<file path="src/rtl/gauss_frame_ctrl.sv">
// Frame sequencer/configurator around the 7x7 Gaussian filter stage.
// Admits only whole input frames, checks their geometry, latches host config
// at frame boundaries and follows the filter output frame to completion.
// Ports:
//   clk, rst_n                     pixel clock, async active-low reset
//   cfg_enable/cfg_bypass/cfg_wr   host config levels, loaded on cfg_wr pulse
//   err_clr                        clears sticky err_flags
//   pre_vs/pre_de/pre_data         input stream
//   flt_vs/flt_de/flt_data         gated stream into the filter
//   post_vs/post_de/post_data/post_orig  filter output (smoothed + centre pixel)
//   res_vs/res_de/res_data         result stream after bypass mux
//   frame_start/frame_done         single-cycle frame event pulses
//   frame_cnt                      completed frames (wrapping)
//   busy                           frame in RUN or DRAIN
//   err_flags                      [0] h size [1] v size [2] SOF in drain [3] drain timeout
module gauss_frame_ctrl #(
  parameter int unsigned IMG_HDISP     = 1280,
  parameter int unsigned IMG_VDISP     = 720,
  parameter int unsigned DRAIN_TIMEOUT = 8388607
) (
  input  logic        clk,
  input  logic        rst_n,
  input  logic        cfg_enable,
  input  logic        cfg_bypass,
  input  logic        cfg_wr,
  input  logic        err_clr,
  input  logic        pre_vs,
  input  logic        pre_de,
  input  logic [7:0]  pre_data,
  output logic        flt_vs,
  output logic        flt_de,
  output logic [7:0]  flt_data,
  input  logic        post_vs,
  input  logic        post_de,
  input  logic [7:0]  post_data,
  input  logic [7:0]  post_orig,
  output logic        res_vs,
  output logic        res_de,
  output logic [7:0]  res_data,
  output logic        frame_start,
  output logic        frame_done,
  output logic [15:0] frame_cnt,
  output logic        busy,
  output logic [3:0]  err_flags
);

  localparam int unsigned HW = 13;
  localparam int unsigned VW = 11;
  localparam int unsigned DW = 23;

  typedef enum logic [1:0] {IDLE, WAIT_SOF, RUN, DRAIN} state_t;

  state_t          state, state_nxt;
  logic            pend_en, pend_byp, act_byp;
  logic            pre_vs_d, post_vs_d, pre_de_d;
  logic [HW-1:0]   hcnt, hcnt_inc;
  logic [VW-1:0]   vcnt, vcnt_inc, vcnt_upd;
  logic [DW-1:0]   drain_cnt, drain_inc;
  logic            vs_rise, vs_fall, post_fall, de_fall;
  logic            accept, sof, done;
  logic [3:0]      err_set;

  // Edge detectors on registered copies of the sync inputs
  assign vs_rise   = pre_vs & ~pre_vs_d;
  assign vs_fall   = ~pre_vs & pre_vs_d;
  assign post_fall = ~post_vs & post_vs_d;
  assign de_fall   = ~pre_de & pre_de_d;

  // Saturating geometry increments
  assign hcnt_inc  = (hcnt == '1) ? hcnt : hcnt + HW'(1);
  assign vcnt_inc  = (vcnt == '1) ? vcnt : vcnt + VW'(1);
  // Line count including a line that ends on the vs-fall cycle itself
  assign vcnt_upd  = de_fall ? vcnt_inc : vcnt;
  assign drain_inc = drain_cnt + DW'(1);

  // Next-state decode and frame events
  always_comb begin
    state_nxt = state;
    accept    = 1'b0;
    sof       = 1'b0;
    done      = 1'b0;
    err_set   = '0;
    case (state)
      IDLE: begin
        if (pend_en) state_nxt = WAIT_SOF;
      end
      WAIT_SOF: begin
        if (!pend_en) begin
          state_nxt = IDLE;
        end else if (vs_rise) begin
          accept    = 1'b1;
          sof       = 1'b1;
          state_nxt = RUN;
        end
      end
      RUN: begin
        accept = 1'b1;
        if (de_fall && (hcnt != HW'(IMG_HDISP))) err_set[0] = 1'b1;
        if (vs_fall) begin
          if (vcnt_upd != VW'(IMG_VDISP)) err_set[1] = 1'b1;
          state_nxt = DRAIN;
        end
      end
      DRAIN: begin
        // A rise here is consumed: pre_vs_d stays high so it is never seen again
        if (vs_rise) err_set[2] = 1'b1;
        if (post_fall) begin
          done      = 1'b1;
          state_nxt = pend_en ? WAIT_SOF : IDLE;
        end else if (drain_inc == DW'(DRAIN_TIMEOUT)) begin
          err_set[3] = 1'b1;
          state_nxt  = pend_en ? WAIT_SOF : IDLE;
        end
      end
      default: state_nxt = IDLE;
    endcase
  end

  // State, config, counters and all registered outputs
  always_ff @(posedge clk or negedge rst_n) begin
    if (!rst_n) begin
      state       <= IDLE;
      pend_en     <= 1'b0;
      pend_byp    <= 1'b0;
      act_byp     <= 1'b0;
      // High so a frame already running at reset release yields no rise
      pre_vs_d    <= 1'b1;
      post_vs_d   <= 1'b1;
      pre_de_d    <= 1'b0;
      hcnt        <= '0;
      vcnt        <= '0;
      drain_cnt   <= '0;
      flt_vs      <= 1'b0;
      flt_de      <= 1'b0;
      flt_data    <= '0;
      res_vs      <= 1'b0;
      res_de      <= 1'b0;
      res_data    <= '0;
      frame_start <= 1'b0;
      frame_done  <= 1'b0;
      frame_cnt   <= '0;
      busy        <= 1'b0;
      err_flags   <= '0;
    end else begin
      state     <= state_nxt;
      pre_vs_d  <= pre_vs;
      post_vs_d <= post_vs;
      pre_de_d  <= pre_de;

      if (cfg_wr) begin
        pend_en  <= cfg_enable;
        pend_byp <= cfg_bypass;
      end
      // Reads the pending value from before any same-cycle cfg_wr
      if (sof) act_byp <= pend_byp;

      if (sof) begin
        hcnt <= pre_de ? HW'(1) : '0;
        vcnt <= '0;
      end else if (state == RUN) begin
        if (pre_de) begin
          hcnt <= hcnt_inc;
        end else if (de_fall) begin
          hcnt <= '0;
          vcnt <= vcnt_inc;
        end
      end

      drain_cnt <= (state == DRAIN) ? drain_inc : '0;

      flt_vs   <= pre_vs & accept;
      flt_de   <= pre_de & accept;
      flt_data <= accept ? pre_data : '0;

      res_vs   <= post_vs;
      res_de   <= post_de;
      res_data <= post_de ? (act_byp ? post_orig : post_data) : '0;

      frame_start <= sof;
      frame_done  <= done;
      if (done) frame_cnt <= frame_cnt + 16'd1;

      busy      <= (state_nxt == RUN) || (state_nxt == DRAIN);
      // Set beats clear in the same cycle
      err_flags <= (err_clr ? 4'b0000 : err_flags) | err_set;
    end
  end

endmodule
</file>
<file path="config.mk">
export PLATFORM = sky130hd
export DESIGN_NAME = gauss_frame_ctrl
export DESIGN_NICKNAME = d
export VERILOG_FILES = /design/src/rtl/gauss_frame_ctrl.sv
export SDC_FILE = /design/constraint.sdc
export NUM_CORES = 1
export LEC_CHECK = 0
export BUFFER_PORTS_ARGS = -buffer_cell sky130_fd_sc_hd__buf_4
export CORE_UTILIZATION = 51
export CTS_CLUSTER_SIZE = 40
export DETAILED_ROUTE_END_ITERATION = 8
export PLACE_DENSITY = 0.84
export RECOVER_POWER = 100
export SYNTH_ARGS = -nofsm -noshare
export SYNTH_HDL_FRONTEND = slang
export SYNTH_SLANG_ARGS = --single-unit
</file>
<file path="constraint.sdc">
create_clock -name clk -period 2.6 [get_ports clk]
set_input_delay 0.26 -clock clk [delete_from_list [all_inputs] [get_ports clk]]
set_output_delay 0.26 -clock clk [all_outputs]
set_load 0.01 [all_outputs]
</file>
==> impl_metrics.toml <==
[power_and_ir_drop]
leakage_nw = 2.529
peakVddDrop_v = 0.0003382
power_density_mw_per_mm2 = 618.4

[sta]
rsz0062_at_grt = "false"
finalSetupViolations = 0
holdWs_ns = 0.1004
fin_skew_ns = 0.01504
max_freq_ghz = 0.4175
tightestPinTransition_ns = 1.243
fin_crit_sh_pct = 92.11
hold_viol = 0
relSlewSlack_pct = 17.14
min_period_ns = 2.395
drv_slew = 0
setup_tns_ns = 0

[clock_tree]
clk_path_buf_depth = 2
insertion_delay_ns = 0.37
path_clk_slew_ns = 0.10
cts_buffers = 9
cts-root-buf = "clkbuf_8"
htreeDepth = 3
cts_tree = "built"
clock-sinks = 98

[floorplan]
core_area_mm2 = 0.009284
die_y_um = 99.94
die_area_mm2 = 0.009988
ios = 77
rows = 35
die_w_um = 99.94
start_util_pct = 52.70

[grt]
grt_max_degree = 51
grt_pass1_vias = 3772
grt_pass1_wl_um = 17480
track_usage_pct = 22.10
grt_antenna_before_repair = 0
overflow = 0

[setup_path]
worstPathRequired_ns = 2.89
worstPathMaxFanout = 7
critical_path.endpoint_type = "flip-flop"
path_class = "flip-flop to flip-flop"
start_kind = "flip-flop"
cp.arrival_ns = 2.68

[job]
max_cap_violations = 0

[finish]
fin_cells = 699
final_nets = 609
diodes = 0
layout-drive-gt1-share_pct = 11.58
finalInstanceArea_mm2 = 0.005690
syn_to_final_growth_pct = 16.32

[detailed_routing]
wire_per_inst_um = 14.80
drt_iter0_drc = 143
drc_errors = 0
first_pass_iters = 5
routed_wl_um = 10350
ant_nets = 0
viasPerCell = 5.481
vias = 3831

[synthesis]
synth-edff-count = 0
synthFlopType = "dfrtp_1"
netlist_instances = 482
synth_seq_cells = 98
async_flop_share_pct = 100.0
synth_area_mm2 = 0.004892
yosysWarnings = 0
syn_area_per_cell_um2 = 10.15
synth_cell_type_count = 58
seq_area_frac_synth_pct = 50.18
syn_nets = 526

[run_status]
status = "finished clean"

[place]
portBuffers = 76
placed_area_mm2 = 0.005634
placedCellCount = 680
gp_congestion = 0.9036
dpl.hpwl_um = 7407

[hold_path]
hold_path.class = "primary input to flip-flop"
-- metal layers --
metal / vias up / track usage (%) / wire length, µm
met5: - / 0 / 0
met4: 0 / 6.900 / 129
met3: 11 / 3.760 / 428
met2: 94 / 37.29 / 5186
met1: 1901 / 29.25 / 4602
li1: 1825 / - / -
-- power breakdown --
group          internal, mW  switching [mW]  total (mW)
logic                 0.286           0.395       0.681
registers              1.65           0.134        1.79
clock network         0.472           0.579        1.05
total                  2.41            1.11        3.52
-- placed cells by master, fill, tap and decap left out, drive strengths merged, types with 2 or more instances in the layout --
cell	count
mux2i	11
nor3	8
dlygate4sd3	2
o41ai	2
nand2b	5
buf	32
o21bai	2
and3	9
mux2	3
nor2b	23
xnor2	28
o22ai	4
dfrtp	96
inv	17
a21boi	3
nor4	7
and2	22
and2b	2
or2	2
nor2	39
xor2	23
o21ai	17
a31oi	2
nand3	23
a21oi	12
and4b	2
a221oi	2
nor4b	3
nand4b	2
nand4	17
nand3b	3
clkinv	3
nand2	45
or3	7
dfstp	2
and4	5
ha	10
clkbuf	61
-- Yosys cell counts (2+ instances only) --
| library cell | instances | area (µm²) |
|---|---|---|
| a21boi_0 | 3 | 22.52 |
| a21oi_1 | 12 | 60.06 |
| a221oi_1 | 2 | 17.52 |
| a31oi_1 | 2 | 12.51 |
| and2_1 | 22 | 137.6 |
| and2b_2 | 2 | 17.52 |
| and3_1 | 9 | 56.30 |
| and4_1 | 4 | 35.03 |
| buf_2 | 2 | 10.01 |
| clkbuf_1 | 11 | 41.29 |
| dfrtp_1 | 96 | 2402 |
| dfstp_2 | 2 | 52.55 |
| ha_1 | 10 | 125.1 |
| inv_1 | 14 | 52.55 |
| mux2_2 | 3 | 33.78 |
| mux2i_1 | 11 | 110.1 |
| nand2_1 | 45 | 168.9 |
| nand2b_1 | 5 | 31.28 |
| nand3_1 | 22 | 110.1 |
| nand3b_1 | 3 | 22.52 |
| nand4_1 | 15 | 93.84 |
| nand4b_1 | 2 | 17.52 |
| nor2_1 | 39 | 146.4 |
| nor2b_1 | 23 | 143.9 |
| nor3_1 | 8 | 40.04 |
| nor4_1 | 5 | 31.28 |
| nor4b_1 | 3 | 26.28 |
| o21ai_0 | 16 | 80.08 |
| o21bai_1 | 2 | 15.01 |
| o22ai_1 | 4 | 25.02 |
| o41ai_1 | 2 | 17.52 |
| or2_2 | 2 | 12.51 |
| or3_1 | 7 | 43.79 |
| xnor2_1 | 28 | 245.2 |
| xor2_1 | 23 | 201.4 |
-- worst paths after layout --
path | from | end | slack, ns | cells past startpoint
worst max-delay path | drain_cnt[1] | state[0] | 0.21 | 7
worst min-delay path | pre_vs | pre_vs_d | 0.10 | 1
worst max register to register | drain_cnt[1] | state[0] | 0.21 | 7
worst min register to register | frame_cnt[15] | frame_cnt[15] | 0.47 | 1
max in group asynchronous | rst_n | drain_cnt[19] | 0.50 | 3
min in group asynchronous | rst_n | frame_cnt[5] | 0.70 | 2
-- area by class of cell --
type                            instances  area, µm²
Clock buffer                            9      123.9
Timing Repair Buffer                   86      460.4
Sequential cell                        98       2455
Inverter                               15      56.30
Tap cell                              129      161.4
Multi-Input combinational cell        355       2335
Fill cell                             805       3593
Clock inverter                          7      98.84
-- stage by stage --
| step | total power [mW] | utilization [%] | worst slack [ns] |
|---|---|---|---|
| 2_1_floorplan | 2.239 | - | 0.3419 |
| 3_3_place_gp | 2.517 | 60.69 | 0.3032 |
| 3_5_place_dp | 2.567 | 60.69 | 0.1732 |
| 4_1_cts | 3.620 | 63.19 | 0.1435 |
| 5_1_grt | 3.713 | 61.29 | 0.06313 |
| 6_report | 3.519 | 61.29 | 0.2051 |
-- worst max-delay path, cell delays in order (launching register included) --
cell      delay (ns)
dfrtp_1         0.47
ha_1            0.28
nand3_1         0.17
nor4_1          0.31
xnor2_1         0.17
a2111o_1        0.35
nor4_4          0.33
mux2i_1         0.25
-- kinds of logic after synthesis --
family / count (synthesis) / synth area share, %
AO/OA/AOI/OAI: 54 / 7.008
XOR/XNOR: 51 / 9.130
adder cells (fa/ha/maj): 10 / 2.558
buffers and inverters: 29 / 2.276
flip-flops: 98 / 50.18
multiplexers: 14 / 2.941
AND/OR/NAND/NOR: 226 / 25.91
-- sequential cells by signal (all words and copies together), names as in the netlist, 2 cells and up --
| register | count |
|---|---|
| drain_cnt | 23 |
| err_flags | 4 |
| flt_data | 8 |
| frame_cnt | 16 |
| hcnt | 13 |
| res_data | 8 |
| state | 2 |
| vcnt | 11 |
-- repair_timing --
item	4_1_cts	5_1_grt
hold buffers	1	1
setup buffers	0	1
hold endpoints to repair	49	1
setup endpoints to repair	0	1
resized for setup	0	1
Power figures use the tool's default switching activity.
